==> config.mk <==
export PLATFORM = sky130hd
export DESIGN_NAME = serial_subtractor_flat
export DESIGN_NICKNAME = d
export VERILOG_FILES = /design/src/rtl/serial_subtractor_if.sv /design/src/rtl/serial_subtractor.sv /design/src/flat_wrapper.sv
export SDC_FILE = /design/constraint.sdc
export NUM_CORES = 1
export LEC_CHECK = 0
export BUFFER_PORTS_ARGS = -buffer_cell sky130_fd_sc_hd__buf_2
export CORE_MARGIN = 2
export CORE_UTILIZATION = 50
export DETAILED_ROUTE_END_ITERATION = 10
export PLACE_DENSITY = 0.71
export SETUP_SLACK_MARGIN = 0.3
export SLEW_MARGIN = 20
export SYNTH_ARGS = -nofsm -noshare
export SYNTH_HDL_FRONTEND = slang
export SYNTH_SLANG_ARGS = --single-unit
==> constraint.sdc <==
create_clock -name clk -period 1.7 [get_ports clk]
set_input_delay 0.34 -clock clk [delete_from_list [all_inputs] [get_ports clk]]
set_output_delay 0.34 -clock clk [all_outputs]
set_load 0.05 [all_outputs]
==> src/rtl/serial_subtractor_if.sv <==
// Start/busy/done handshake and operand/result bus of the bit-serial subtractor.
interface serial_subtractor_if #(
    parameter int unsigned WIDTH = 8
);
    logic             start;
    logic [WIDTH-1:0] a;
    logic [WIDTH-1:0] b;
    logic             bin;
    logic             busy;
    logic             done;
    logic [WIDTH-1:0] diff;
    logic             bout;
    logic             ovf;

    modport master (
        output start, a, b, bin,
        input  busy, done, diff, bout, ovf
    );

    modport slave (
        input  start, a, b, bin,
        output busy, done, diff, bout, ovf
    );
endinterface

==> src/rtl/serial_subtractor.sv <==
// Bit-serial a - b - bin, LSB first, one full-subtractor cell plus a borrow flop.
module serial_subtractor #(
    parameter int unsigned WIDTH = 8
) (
    input  logic                clk,
    input  logic                rst_n,
    serial_subtractor_if.slave  bus
);
    localparam int unsigned     CNT_W = $clog2(WIDTH);
    localparam logic [CNT_W-1:0] LAST = CNT_W'(WIDTH - 1);

    typedef enum logic [1:0] {IDLE, RUN, DONE} state_e;

    state_e           state_q, state_d;
    logic [WIDTH-1:0] a_q, a_d;
    logic [WIDTH-1:0] b_q, b_d;
    logic [WIDTH-1:0] diff_q, diff_d;
    logic [CNT_W-1:0] cnt_q, cnt_d;
    logic             borrow_q, borrow_d;
    logic             bout_q, bout_d;
    logic             ovf_q, ovf_d;
    logic             busy_q, busy_d;
    logic             done_q, done_d;
    logic             bit_c;
    logic             borrow_c;

    // Full-subtractor cell on the current LSBs
    assign bit_c    = a_q[0] ^ b_q[0] ^ borrow_q;
    assign borrow_c = (~a_q[0] & b_q[0]) | (~(a_q[0] ^ b_q[0]) & borrow_q);

    always_comb begin
        state_d  = state_q;
        a_d      = a_q;
        b_d      = b_q;
        diff_d   = diff_q;
        cnt_d    = cnt_q;
        borrow_d = borrow_q;
        bout_d   = bout_q;
        ovf_d    = ovf_q;
        busy_d   = 1'b0;
        done_d   = 1'b0;
        case (state_q)
            IDLE: begin
                if (bus.start) begin
                    a_d      = bus.a;
                    b_d      = bus.b;
                    borrow_d = bus.bin;
                    cnt_d    = '0;
                    diff_d   = '0;
                    busy_d   = 1'b1;
                    state_d  = RUN;
                end
            end
            RUN: begin
                diff_d   = {bit_c, diff_q[WIDTH-1:1]};
                a_d      = a_q >> 1;
                b_d      = b_q >> 1;
                borrow_d = borrow_c;
                cnt_d    = cnt_q + CNT_W'(1);
                busy_d   = 1'b1;
                if (cnt_q == LAST) begin
                    // Overflow: borrow into the MSB differs from borrow out of it
                    bout_d  = borrow_c;
                    ovf_d   = borrow_q ^ borrow_c;
                    busy_d  = 1'b0;
                    done_d  = 1'b1;
                    state_d = DONE;
                end
            end
            DONE:    state_d = IDLE;
            default: state_d = IDLE;
        endcase
    end

    always_ff @(posedge clk or negedge rst_n) begin
        if (!rst_n) begin
            state_q  <= IDLE;
            a_q      <= '0;
            b_q      <= '0;
            diff_q   <= '0;
            cnt_q    <= '0;
            borrow_q <= 1'b0;
            bout_q   <= 1'b0;
            ovf_q    <= 1'b0;
            busy_q   <= 1'b0;
            done_q   <= 1'b0;
        end else begin
            state_q  <= state_d;
            a_q      <= a_d;
            b_q      <= b_d;
            diff_q   <= diff_d;
            cnt_q    <= cnt_d;
            borrow_q <= borrow_d;
            bout_q   <= bout_d;
            ovf_q    <= ovf_d;
            busy_q   <= busy_d;
            done_q   <= done_d;
        end
    end

    assign bus.busy = busy_q;
    assign bus.done = done_q;
    assign bus.diff = diff_q;
    assign bus.bout = bout_q;
    assign bus.ovf  = ovf_q;
endmodule
==> src/flat_wrapper.sv <==
// flat-port wrapper written by rule: the top's interface ports become plain ports
module serial_subtractor_flat 
#(
    parameter int unsigned WIDTH = 8
)
  (clk, rst_n, bus_start, bus_a, bus_b, bus_bin, bus_busy, bus_done, bus_diff, bus_bout, bus_ovf);
  serial_subtractor_if #(.WIDTH(WIDTH)) bus_i ();
  input  logic clk;
  input  logic rst_n;
  input wire logic [$bits(bus_i.start)-1:0] bus_start;
  input wire logic [$bits(bus_i.a)-1:0] bus_a;
  input wire logic [$bits(bus_i.b)-1:0] bus_b;
  input wire logic [$bits(bus_i.bin)-1:0] bus_bin;
  output wire logic [$bits(bus_i.busy)-1:0] bus_busy;
  output wire logic [$bits(bus_i.done)-1:0] bus_done;
  output wire logic [$bits(bus_i.diff)-1:0] bus_diff;
  output wire logic [$bits(bus_i.bout)-1:0] bus_bout;
  output wire logic [$bits(bus_i.ovf)-1:0] bus_ovf;
  assign bus_i.start = bus_start;
  assign bus_i.a = bus_a;
  assign bus_i.b = bus_b;
  assign bus_i.bin = bus_bin;
  assign bus_busy = bus_i.busy;
  assign bus_done = bus_i.done;
  assign bus_diff = bus_i.diff;
  assign bus_bout = bus_i.bout;
  assign bus_ovf = bus_i.ovf;
  serial_subtractor #(.WIDTH(WIDTH)) u_core (.clk(clk), .rst_n(rst_n), .bus(bus_i));
endmodule
Word-level counts from Yosys, hierarchy flattened --
Index checks and enable logic that the tools add are counted.
Storage, ports and cells: register bits 34, input bits 20, output and inout bits 12, word-level logic and storage cells 46
Cells by class: $add $sub $neg 1, eq/ne operators 4, multiplexer cells 18, bitwise gates (word level) 8, reductions and logical operators 5
Operators by type and width (count):
- $pmux 8 s2 | 3
- $mux 8 | 3
- $pmux 3 s2 | 1
- $reduce_and 2->1 | 3
- $mux 1 | 5
- $mux 2 | 2
- $pmux 1 s2 | 2
- $pmux 2 s2 | 1
- $add 3x1->3 const B | 1
- $eq 3x3->1 const B | 1
- $mux 3 | 1
- $xor 1x1->1 | 3
- $and 1x1->1 | 2
- $eq 2x1->1 const B | 1
- $logic_not 2->1 | 1
- $ne 2x1->1 const B | 1
- $ne 2x2->1 const B | 1
- $not 1->1 | 2
- $reduce_bool 2->1 | 1
- $or 1x1->1 | 1

Logic depth before layout (Yosys ltp) --
depth in word-level cells 5, mapped depth 5, depth with buffers taken out 4

Worst setup path after synthesis --
No wires, ideal clock.
kind register to register, start register u_core.borrow_q, end register u_core.ovf_q, in the netlist u_core.bus.ovf, library setup time 0.128 ns, arrival time 1.298 ns, data required time 1.572 ns, slack 0.274 ns, cell stages (with the launch flop) 5, path buffers 0, clock period less this slack 1.426 ns, path through dfrtp_1 -> inv_1 -> fa_1 -> xnor2_1 -> mux2_1
Between the ends: longest elaborated chain between the ends 3
RTL lines:
- start, declared | RTL line serial_subtractor.sv:19 | logic borrow_q, borrow_d;
- start signal, assigned | RTL line serial_subtractor.sv:93 | borrow_q <= borrow_d;
- $and 1x1->1 | RTL line serial_subtractor.sv:29 | assign borrow_c = (~a_q[0] & b_q[0]) | (~(a_q[0] ^ b_q[0]) & borrow_q);
- $or 1x1->1 | RTL line serial_subtractor.sv:29
- $xor 1x1->1 (*) | RTL line serial_subtractor.sv:64 | ovf_d = borrow_q ^ borrow_c;
- end signal, assigned | RTL line serial_subtractor.sv:95 | ovf_q <= ovf_d;
- end, declared | RTL line serial_subtractor.sv:21 | logic ovf_q, ovf_d;
Every way passes the cells marked *; elsewhere a longest branch is shown, timed or not. A chain may end at the register's enable or synchronous reset.

Final worst setup path --
start register u_core.cnt_q[0], end register u_core.ovf_q, in the netlist u_core.bus.ovf
Between the ends: longest elaborated chain between the ends 2
RTL lines:
- start, declared | RTL line serial_subtractor.sv:18 | logic [CNT_W-1:0] cnt_q, cnt_d;
- start signal, assigned | RTL line serial_subtractor.sv:92 | cnt_q <= cnt_d;
- $eq 3x3->1 | RTL line serial_subtractor.sv:61 | if (cnt_q == LAST) begin
- $reduce_and 2->1 (no source line)
Every way passes these cells.

==> impl_metrics.ini <==
[timing]
setup_viol = 0
fin_tns_setup_ns = 0
skew_ns = 0.005102
hold_viol = 0
drv_slew = 0
relSlewSlack = 0.7183
period_needed_ns = 1.362
tightest_slew_ns = 0.4226
rsz0062_at_grt = no
max_freq_mhz = 734.3
fin_crit_sh = 0.8011

[synthesis]
synth-warning-count = 0
ys_top_cells_by_area = dfrtp_1, buf_6, nor4b_2
yosys_register_bits = 34
synth_nets = 142
yosys.area.top_type_share = 0.5063
netlist_area_mm2 = 0.001680
synth.yosys.seq_area_share = 0.5063
synth_area_per_cell_um2 = 14.12
synth_area_leader_cell = dfrtp_1
synth_cells = 119
synthDistinctLibCells = 32

[clocking]
clock_latency_ns = 0.32
clockBufferDepth = 2
cts_max_level = 2
cts_sinks = 34
hold_buffers = 0
cts_tree = done
cts_root_buf = clkbuf_4
cts_made_buffers = 5
cts.clk_slew.worst_paths_ns = 0.09

[worst_setup_path]
critical_path.cell_chain = ha_2 > ha_2 > and3b_2 > mux2_4
cp_data_arrival_time_ns = 1.58
crit_fanout = 3
cp_slowest_cell = dfrtp_1
cpMostUsedCell = ha_2
endpoint_kind = flop
crit_type = reg2reg
slowest_delay_ns = 0.39
crit_required_ns = 1.92
startpoint_type = flop

[final_layout]
fin_area_mm2 = 0.001979
n_fill_cell = 260
final_util = 0.6027
drive_gt1_frac = 0.4591
final_nets = 183
regArea_um2 = 850.8
diodes = 0
multiInputGateArea_um2 = 705.7
area_growth_pct = 17.80

[run_status]
status = complete, no violations

[grt]
overflow = 0
grt_pass1_wl_mm = 4.747
grt_usage = 0.1746
antenna_found_initial = 0
grt_max_degree = 35
grt_pass1_vias = 1084

[floorplan]
core_mm2 = 0.003284
initial_core_util = 0.5116
ios = 32
num_rows = 21
fp.dieW_um = 61.97
die_h_um = 61.97
die_area_mm2 = 0.003840

[power]
peakVddDrop_mv = 0.7197
power_density_mw_per_mm2 = 1889
p_leak_nw = 0.9132

[drt]
num_vias = 1129
avgViaCountPerCell = 5.507
first_pass_iters = 4
drtIter0Drc = 77
post-route-drc-count = 0
routed_wl_mm = 2.905
antenna_left = 0
wl_per_cell_um = 14.17

[placement]
dp_hpwl_mm = 1.898
gp_congestion = 0.7100
portBuffers = 31
place_area_mm2 = 0.001838

[hold_path]
hp-class = in2async

[run]
drv_cap = 0
-- critical path, delay by kind of cell, from the launching register on --
family,cells,cell delay [ns]
DFF,1,0.39
adders and majority gates,2,0.35
muxes,1,0.29
and+or+nand+nor,1,0.22
-- flip-flops by register name (all words and copies together), names as in the netlist --
| register | count |
|---|---|
| u_core.bus.ovf | 1 |
| u_core.borrow_q | 1 |
| u_core.bus.bout | 1 |
| u_core.state_q | 2 |
| u_core.bus.diff | 8 |
| u_core.cnt_q | 3 |
| u_core.b_q | 8 |
| u_core.bus.busy | 1 |
| u_core.bus.done | 1 |
| u_core.a_q | 8 |
-- cell type report --
type	count	area share
Inverter	11	0.02086
Multi-Input combinational cell	64	0.3565
Tap cell	46	0.02908
Clock buffer	6	0.02592
Timing Repair Buffer	44	0.1378
Sequential cell	34	0.4298
-- worst paths after layout --
path | endpoint | startpoint | slack, ns | cells after the start
worst max-delay path | u_core.bus.ovf | u_core.cnt_q[0] | 0.34 | 4
worst min-delay path | u_core.bus.ovf | rst_n | 0.04 | 2
worst max register to register | u_core.bus.ovf | u_core.cnt_q[0] | 0.34 | 4
worst min register to register | u_core.b_q[7] | u_core.b_q[7] | 0.50 | 2
max in group asynchronous | u_core.a_q[4] | rst_n | 1.36 | 2
min in group clk | u_core.b_q[7] | bus_b[7] | 0.31 | 3
-- synthesized netlist by cell type --
cell type	n
and3b_1	2
nor2b_1	1
or4b_1	6
inv_1	11
dfrtp_1	34
a221oi_1	3
nand2b_2	1
mux2_1	1
nor3b_1	2
nand2b_1	1
a221oi_2	5
nor4bb_2	1
or2b_1	1
ha_1	2
mux2i_1	2
a211oi_2	1
a211o_1	1
buf_4	1
nand4bb_1	1
a21oi_1	2
nor4b_2	6
o21ba_4	1
o311ai_1	1
nand2_1	1
nor4b_1	3
fa_1	1
clkbuf_2	1
o221a_1	6
buf_6	8
o21bai_4	1
a22o_1	10
xnor2_1	1
-- logic make-up after synthesis --
logic type	count (synthesis)	share of synthesized area
flip-flops	34	0.5063
adder cells (fa/ha/maj)	3	0.02680
buffers and inverters	21	0.08563
XOR/XNOR	1	0.005213
multiplexers	3	0.01862
AO/OA/AOI/OAI	31	0.1973
AND/OR/NAND/NOR	26	0.1601
-- what timing repair did --
item / CTS / global route
resized for setup: 5 / 7
pin swaps: 1 / 2
endpoints found under the setup margin: 20 / 13
buffers inserted: 2 / 5
-- per-stage QoR --
step	hold slack (ns)	std cells	power (mW)	setup WS, ns
after floorplan	0.04441	119	2.896	0.3216
after global placement	0.3855	192	3.122	0.02905
after detailed placement	0.3929	192	3.186	-0.01188
after CTS	0.03438	200	3.650	0.2960
after global routing	0.03716	205	4.016	0.3001
final	0.03502	205	3.739	0.3382
-- layer usage --
metal,wire length [um],GRT usage
met4,25,0.1003
met1,1273,0.2216
met3,143,0.05383
met2,1462,0.2634
met5,0,0
-- cells in the final DEF (no fill, tap or decap) --
cell | netlist | layout
buf_4 | 1 | 11
nor4b_1 | 3 | 3
and3b_2 | 0 | 1
or4b_1 | 6 | 6
inv_2 | 0 | 1
o221a_1 | 6 | 6
nand2b_1 | 1 | 1
nor4b_2 | 6 | 6
mux2i_1 | 2 | 2
a221oi_2 | 5 | 5
inv_1 | 11 | 10
nand4bb_1 | 1 | 1
buf_12 | 0 | 1
a211oi_2 | 1 | 1
o311ai_1 | 1 | 1
buf_2 | 0 | 31
a211o_1 | 1 | 1
nor4bb_2 | 1 | 1
a221oi_1 | 3 | 3
a21oi_1 | 2 | 2
or2b_1 | 1 | 1
xnor2_1 | 1 | 1
clkbuf_8 | 0 | 1
nand2b_2 | 1 | 1
fa_2 | 0 | 1
nand2_1 | 1 | 1
nor2b_4 | 0 | 1
buf_8 | 0 | 1
dfrtp_1 | 34 | 34
o21bai_4 | 1 | 1
nor3b_1 | 2 | 2
a22o_1 | 10 | 10
ha_2 | 0 | 2
mux2_4 | 0 | 1
and3b_1 | 2 | 1
o21ba_4 | 1 | 1
clkbuf_4 | 0 | 5
-- power by group --
part,leakage [nW],switching (mW),total [mW],internal (mW)
Combinational,0.471,1.11,1.95,0.842
Clock,0.0302,0.236,0.422,0.186
Sequential,0.412,0.195,1.37,1.17
Note: power is estimated with default switching activity, not from simulation.
